--- src/rtl/scan_chain_loader_pkg.sv ---
// Shared types and constants for the scan-chain loader: FSM states, default chain geometry
// (31 memory cells + button bit + 7 LED bits), and the bit-counter width helper.
package scan_chain_loader_pkg;

  localparam int DEF_CELL_COUNT = 31;
  localparam int DEF_BYTE_WIDTH = 8;
  localparam int DEF_CHAIN_BITS = DEF_CELL_COUNT * 8 + 1 + 7;

  function automatic int cnt_width(input int bits);
    return $clog2(bits + 1);
  endfunction

  localparam int BIT_CNT_W = cnt_width(DEF_CHAIN_BITS);

  typedef enum logic [1:0] {
    IDLE      = 2'd0,
    WAIT_BYTE = 2'd1,
    SHIFT     = 2'd2,
    DONE      = 2'd3
  } state_t;

endpackage

--- src/rtl/scan_chain_loader_if.sv ---
// Session control, byte-stream handshake, scan-chain and readback signals of scan_chain_loader.
// master = upstream byte source / bank side, slave = the loader itself.
interface scan_chain_loader_if
  import scan_chain_loader_pkg::*;
#(
  parameter int BYTE_WIDTH = DEF_BYTE_WIDTH
);
  logic                  start;
  logic                  busy;
  logic                  done;
  logic [BYTE_WIDTH-1:0] in_data;
  logic                  in_valid;
  logic                  in_ready;
  logic                  scan_enable;
  logic                  scan_data;
  logic                  scan_return;
  logic [BYTE_WIDTH-1:0] rd_data;
  logic                  rd_valid;

  modport master (
    output start, in_data, in_valid, scan_return,
    input  busy, done, in_ready, scan_enable, scan_data, rd_data, rd_valid
  );

  modport slave (
    input  start, in_data, in_valid, scan_return,
    output busy, done, in_ready, scan_enable, scan_data, rd_data, rd_valid
  );
endinterface

--- src/rtl/scan_chain_loader_deser.sv ---
// Readback byte assembler: collects chain-tail bits MSB first and emits one byte per 8 samples.
// Only instantiated when SCAN_CHAIN_LOADER_READBACK_EN is defined.
module scan_deserializer #(
  parameter int BYTE_WIDTH = 8
) (
  input  logic                  clk,
  input  logic                  rst,
  input  logic                  i_clear,
  input  logic                  i_sample,
  input  logic                  i_bit,
  output logic [BYTE_WIDTH-1:0] o_data,
  output logic                  o_valid
);
  localparam int                IDX_W    = $clog2(BYTE_WIDTH);
  localparam logic [IDX_W-1:0]  LAST_IDX = IDX_W'(BYTE_WIDTH - 1);

  logic [BYTE_WIDTH-1:0] r_sh_p0;
  logic [IDX_W-1:0]      r_cnt_p0;
  logic [BYTE_WIDTH-1:0] r_rd_data_p1;
  logic                  r_rd_vld_p1;
  logic [BYTE_WIDTH-1:0] w_assembled;
  logic                  w_byte_full;

  assign w_assembled = {r_sh_p0[BYTE_WIDTH-2:0], i_bit};
  assign w_byte_full = i_sample && (r_cnt_p0 == LAST_IDX);

  // stage 0: sample the chain tail
  always_ff @(posedge clk) begin
    if (i_sample) r_sh_p0 <= w_assembled;
  end

  always_ff @(posedge clk) begin
    if (rst || i_clear) r_cnt_p0 <= '0;
    else if (i_sample)  r_cnt_p0 <= r_cnt_p0 + IDX_W'(1);
  end

  // stage 1: publish the completed byte
  always_ff @(posedge clk) begin
    if (rst) begin
      r_rd_vld_p1  <= 1'b0;
      r_rd_data_p1 <= '0;
    end else begin
      r_rd_vld_p1 <= w_byte_full;
      if (w_byte_full) r_rd_data_p1 <= w_assembled;
    end
  end

  assign o_data  = r_rd_data_p1;
  assign o_valid = r_rd_vld_p1;
endmodule

--- src/rtl/scan_chain_loader.sv ---
// Byte-stream to scan-chain serializer: one byte per handshake, shifted MSB first while scan_enable.
// Define SCAN_CHAIN_LOADER_READBACK_EN to deserialize the bits returning from the chain tail.
module scan_chain_loader
  import scan_chain_loader_pkg::*;
#(
  parameter int CHAIN_BITS = DEF_CHAIN_BITS,
  parameter int BYTE_WIDTH = DEF_BYTE_WIDTH
) (
  input logic                clk,
  input logic                rst,
  scan_chain_loader_if.slave bus
);
  localparam int               CNT_W    = cnt_width(CHAIN_BITS);
  localparam int               IDX_W    = $clog2(BYTE_WIDTH);
  localparam logic [CNT_W-1:0] LAST_BIT = CNT_W'(CHAIN_BITS - 1);
  localparam logic [IDX_W-1:0] LAST_IDX = IDX_W'(BYTE_WIDTH - 1);

  state_t                r_state;
  state_t                w_next;
  logic [BYTE_WIDTH-1:0] r_shreg;
  logic [CNT_W-1:0]      r_bit_cnt;
  logic [IDX_W-1:0]      r_byte_cnt;
  logic                  w_accept;
  logic                  w_shifting;
  logic                  w_byte_end;

  assign w_accept   = (r_state == WAIT_BYTE) && bus.in_valid;
  assign w_shifting = (r_state == SHIFT);
  assign w_byte_end = w_shifting && (r_byte_cnt == LAST_IDX);

  always_ff @(posedge clk) begin
    if (rst) r_state <= IDLE;
    else     r_state <= w_next;
  end

  always_comb begin
    w_next = r_state;
    case (r_state)
      IDLE:      if (bus.start) w_next = WAIT_BYTE;
      WAIT_BYTE: if (bus.in_valid) w_next = SHIFT;
      SHIFT:     if (w_byte_end) w_next = (r_bit_cnt == LAST_BIT) ? DONE : WAIT_BYTE;
      DONE:      w_next = IDLE;
      default:   w_next = IDLE;
    endcase
  end

  always_ff @(posedge clk) begin
    if (rst || ((r_state == IDLE) && bus.start)) begin
      r_bit_cnt  <= '0;
      r_byte_cnt <= '0;
    end else if (w_shifting) begin
      r_bit_cnt  <= r_bit_cnt + CNT_W'(1);
      r_byte_cnt <= r_byte_cnt + IDX_W'(1);
    end
  end

  // Data path carries no reset; scan_data is gated by state so it reads 0 outside SHIFT.
  always_ff @(posedge clk) begin
    if (w_accept)        r_shreg <= bus.in_data;
    else if (w_shifting) r_shreg <= {r_shreg[BYTE_WIDTH-2:0], 1'b0};
  end

  assign bus.busy        = (r_state != IDLE);
  assign bus.done        = (r_state == DONE);
  assign bus.in_ready    = (r_state == WAIT_BYTE);
  assign bus.scan_enable = w_shifting;
  assign bus.scan_data   = w_shifting && r_shreg[BYTE_WIDTH-1];

`ifdef SCAN_CHAIN_LOADER_READBACK_EN
  logic w_session_end;
  assign w_session_end = (r_state == DONE);

  scan_deserializer #(.BYTE_WIDTH(BYTE_WIDTH)) u_deser (
    .clk      (clk),
    .rst      (rst),
    .i_clear  (w_session_end),
    .i_sample (w_shifting),
    .i_bit    (bus.scan_return),
    .o_data   (bus.rd_data),
    .o_valid  (bus.rd_valid)
  );
`else
  logic w_unused_return;
  assign w_unused_return = bus.scan_return;
  assign bus.rd_data     = '0;
  assign bus.rd_valid    = 1'b0;
`endif
endmodule

--- src/flat_wrapper.sv ---
// flat-port wrapper written by rule: the top's interface ports become plain ports
module scan_chain_loader_flat import scan_chain_loader_pkg::*;
#(
  parameter int CHAIN_BITS = DEF_CHAIN_BITS,
  parameter int BYTE_WIDTH = DEF_BYTE_WIDTH
)
  (clk, rst, bus_start, bus_in_data, bus_in_valid, bus_scan_return, bus_busy, bus_done, bus_in_ready, bus_scan_enable, bus_scan_data, bus_rd_data, bus_rd_valid);
  scan_chain_loader_if #(.BYTE_WIDTH(BYTE_WIDTH)) bus_i ();
  input logic clk;
  input logic rst;
  input wire logic [$bits(bus_i.start)-1:0] bus_start;
  input wire logic [$bits(bus_i.in_data)-1:0] bus_in_data;
  input wire logic [$bits(bus_i.in_valid)-1:0] bus_in_valid;
  input wire logic [$bits(bus_i.scan_return)-1:0] bus_scan_return;
  output wire logic [$bits(bus_i.busy)-1:0] bus_busy;
  output wire logic [$bits(bus_i.done)-1:0] bus_done;
  output wire logic [$bits(bus_i.in_ready)-1:0] bus_in_ready;
  output wire logic [$bits(bus_i.scan_enable)-1:0] bus_scan_enable;
  output wire logic [$bits(bus_i.scan_data)-1:0] bus_scan_data;
  output wire logic [$bits(bus_i.rd_data)-1:0] bus_rd_data;
  output wire logic [$bits(bus_i.rd_valid)-1:0] bus_rd_valid;
  assign bus_i.start = bus_start;
  assign bus_i.in_data = bus_in_data;
  assign bus_i.in_valid = bus_in_valid;
  assign bus_i.scan_return = bus_scan_return;
  assign bus_busy = bus_i.busy;
  assign bus_done = bus_i.done;
  assign bus_in_ready = bus_i.in_ready;
  assign bus_scan_enable = bus_i.scan_enable;
  assign bus_scan_data = bus_i.scan_data;
  assign bus_rd_data = bus_i.rd_data;
  assign bus_rd_valid = bus_i.rd_valid;
  scan_chain_loader #(.CHAIN_BITS(CHAIN_BITS), .BYTE_WIDTH(BYTE_WIDTH)) u_core (.clk(clk), .rst(rst), .bus(bus_i));
endmodule
--- config.mk ---
export PLATFORM = sky130hd
export DESIGN_NAME = scan_chain_loader_flat
export DESIGN_NICKNAME = d
export VERILOG_FILES = /design/src/rtl/scan_chain_loader_pkg.sv /design/src/rtl/scan_chain_loader_if.sv /design/src/rtl/scan_chain_loader_deser.sv /design/src/rtl/scan_chain_loader.sv /design/src/flat_wrapper.sv
export SDC_FILE = /design/constraint.sdc
export NUM_CORES = 1
export LEC_CHECK = 0
export ABC_AREA = 1
export CORE_UTILIZATION = 51
export DETAILED_ROUTE_END_ITERATION = 8
export PLACE_DENSITY_LB_ADDON = 0.15
export SLEW_MARGIN = 20
export SYNTH_ARGS = -nofsm -noshare
export SYNTH_HDL_FRONTEND = slang
export SYNTH_SLANG_ARGS = --single-unit
--- constraint.sdc ---
create_clock -name clk -period 3.5 [get_ports clk]
set_clock_uncertainty 0.05 [all_clocks]
set_input_delay 0.525 -clock clk [delete_from_list [all_inputs] [get_ports clk]]
set_output_delay 0.525 -clock clk [all_outputs]
set_load 0.01 [all_outputs]
==> flow_summary.ini <==
[clock_network]
cts_root_buffer = clkbuf_4
cts.path.max_buffers = 2
clock-sinks = 22
htreeDepth = 1
numCtsBuffers = 3
clkLatencyLatePin_ns = 0.30
cts.clk_slew.worst_paths_ns = 0.11
cts_hold_buf = 0
post_cts_buffers = 0
cts_tree = yes
cts_resized = 0

[hold_path]
worstHoldPathCells = 2
min_from = u_core.r_byte_cnt[2]
hold_path_end = u_core.r_byte_cnt[2]
hp-class = reg2reg

[floorplan]
fp.dieH_um = 49.7
core_area_um2 = 2040
die_w_um = 49.7
dieArea_um2 = 2470
rows = 16
initial_core_util_pct = 56.8
ioPinCount = 27

[setup_path]
reg2reg_to = u_core.r_bit_cnt[8]
end_kind = output pin
critPathMaxFanout = 9
rrSetupSlack_ns = 1.86
critical_path_required_ns = 2.92
r2r-start = u_core.r_bit_cnt[0]
worst-setup-path-type = reg2out
critPathArrivalTime_ns = 1.72
start_kind = flop
rr_worst_depth = 7

[placement]
placed_cells = 188
io_buffer_count = 16
hpwl_um = 1540
placed_area_um2 = 1310
place_congestion = 0.707

[cells_and_area]
layout_common_cells = nand2_1 (39), clkdlybuf4s50_1 (16), nand3_1 (15)
drive_above_1_share_pct = 9.70
insertedDiodeCount = 0
syn_to_final_growth_pct = 16.2
final_cells = 192
stdcell_area_um2 = 1350
layout.nets = 183
mostFrequentLayoutCell = nand2_1

[drt]
ant_nets = 0
drt-initial-drc-count = 17
dr_total_vias = 922
drt_pass1_iterations = 4
wl_per_cell_um = 10.4
wirelength_um = 2000
vias_per_cell = 4.80
drc = 0

[synthesis]
async_flop_share_pct = 0
synth_edf_count = 8
synth.avg_cell_area_um2 = 7.89
post-synth-top-area-fraction_pct = 24.2
seq_area_frac_synth_pct = 44.9
netlist_top_cells_area = dfxtp_1 (24%), edfxtp_1 (21%), nand2_1 (13%), nand3_1 (6.5%), buf_4 (5.8%)
synthFlopType = dfxtp_1
ys_warn_count = 0
syn_inst = 147
yosys.area.top_type = dfxtp_1
ys_types = 23
syn_area_um2 = 1160
synth-seq-cells = 22

[timing]
worst_hold_slack_ns = 0.429
setup-tns-final_ns = 0
post-route-period-util_pct = 65.6
rsz0062_at_grt = false
slew_viol_final = 0
max_clock_freq_mhz = 435
min_period_ns = 2.30
hold_viol = 0
setup_violations = 0

[outcome]
outcome = completed

[global_routing]
grt_pass1_vias = 883
antenna_found_initial = 0
grt_pass1_wl_um = 3490
grtUsageTotal_pct = 18.7
grt_overflow = 0
grt_max_degree = 13

[run]
drv_cap = 0

[power_and_ir_drop]
leakagePower_nw = 0.575
power.density_nw_per_um2 = 634
ir_drop_uv = 315
[registers in the layout, indices dropped and copies added (netlist names)]
signal,count
u_core.r_state,2
u_core.r_bit_cnt,9
u_core.r_shreg,8
u_core.r_byte_cnt,3
[layout make-up]
cell class	instances	area (µm²)
Clock buffer	4	36.3
Fill cell	172	694
Inverter	17	63.8
Multi-Input combinational cell	106	533
Sequential cell	22	520
Tap cell	27	33.8
Timing Repair Buffer	16	160
[critical path: stages (launching register included)]
cell and delay [ns]:
dfxtp_1 0.48, inv_2 0.11, nor2_4 0.24, clkdlybuf4s50_1 0.59
[metrics by stage]
step | worst slack [ns] | util, % | power (W)
final | 1.20 | 66.0 | 0.000855
after global placement | 1.46 | 64.2 | 0.000718
after detailed placement | 1.44 | 64.2 | 0.000730
after floorplan | 2.10 | - | 0.000622
after CTS | 1.19 | 66.0 | 0.000868
after global routing | 1.11 | 66.0 | 0.000930
[logic make-up (layout without fill, tap and decap cells)]
family,Yosys count,in the layout,share of synthesized area [%]
AO/OA/AOI/OAI,12,12,6.15
XOR/XNOR,1,1,0.755
adder cells (fa/ha/maj),4,4,4.32
buffers and inverters,27,37,11.8
flip-flops,22,22,44.9
other,1,9,0.323
AND/OR/NAND/NOR,80,80,31.8
[Yosys cell counts (all sizes together) (3+ instances only)]
| master | n |
|---|---|
| nand2 | 41 |
| nand3 | 16 |
| dfxtp | 14 |
| a21oi | 8 |
| ha | 4 |
| nor2 | 18 |
| edfxtp | 8 |
| nor3 | 3 |
| buf | 10 |
| o21ai | 4 |
| inv | 17 |
[worst max-delay path by stage]
stage	startpoint	endpoint	depth (start not counted)
6_report	u_core.r_state[1]	bus_scan_enable	3
5_1_grt	u_core.r_state[1]	bus_scan_enable	3
4_1_cts	u_core.r_state[1]	bus_scan_enable	3
3_5_place_dp	bus_in_valid	u_core.r_shreg[0]	3
3_3_place_gp	bus_in_valid	u_core.r_shreg[1]	3
2_1_floorplan	bus_in_valid	u_core.r_shreg[0]	3
[report_power, final]
group          total, W  switching, W  internal [W]
registers      0.000392     0.0000394      0.000352
clock network  0.000134     0.0000703     0.0000634
logic          0.000330      0.000203      0.000126
total          0.000855      0.000313      0.000542
[per-layer routing]
metal	part of all wire [%]	GRT usage, %	wire length, µm	vias up
li1	-	-	-	488
met1	44	20.2	878	413
met2	52	35.1	1050	19
met3	3.2	3.70	63	2
met4	0.65	7.14	13	0
met5	0	0	0	-
Power figures use the tool's default switching activity.
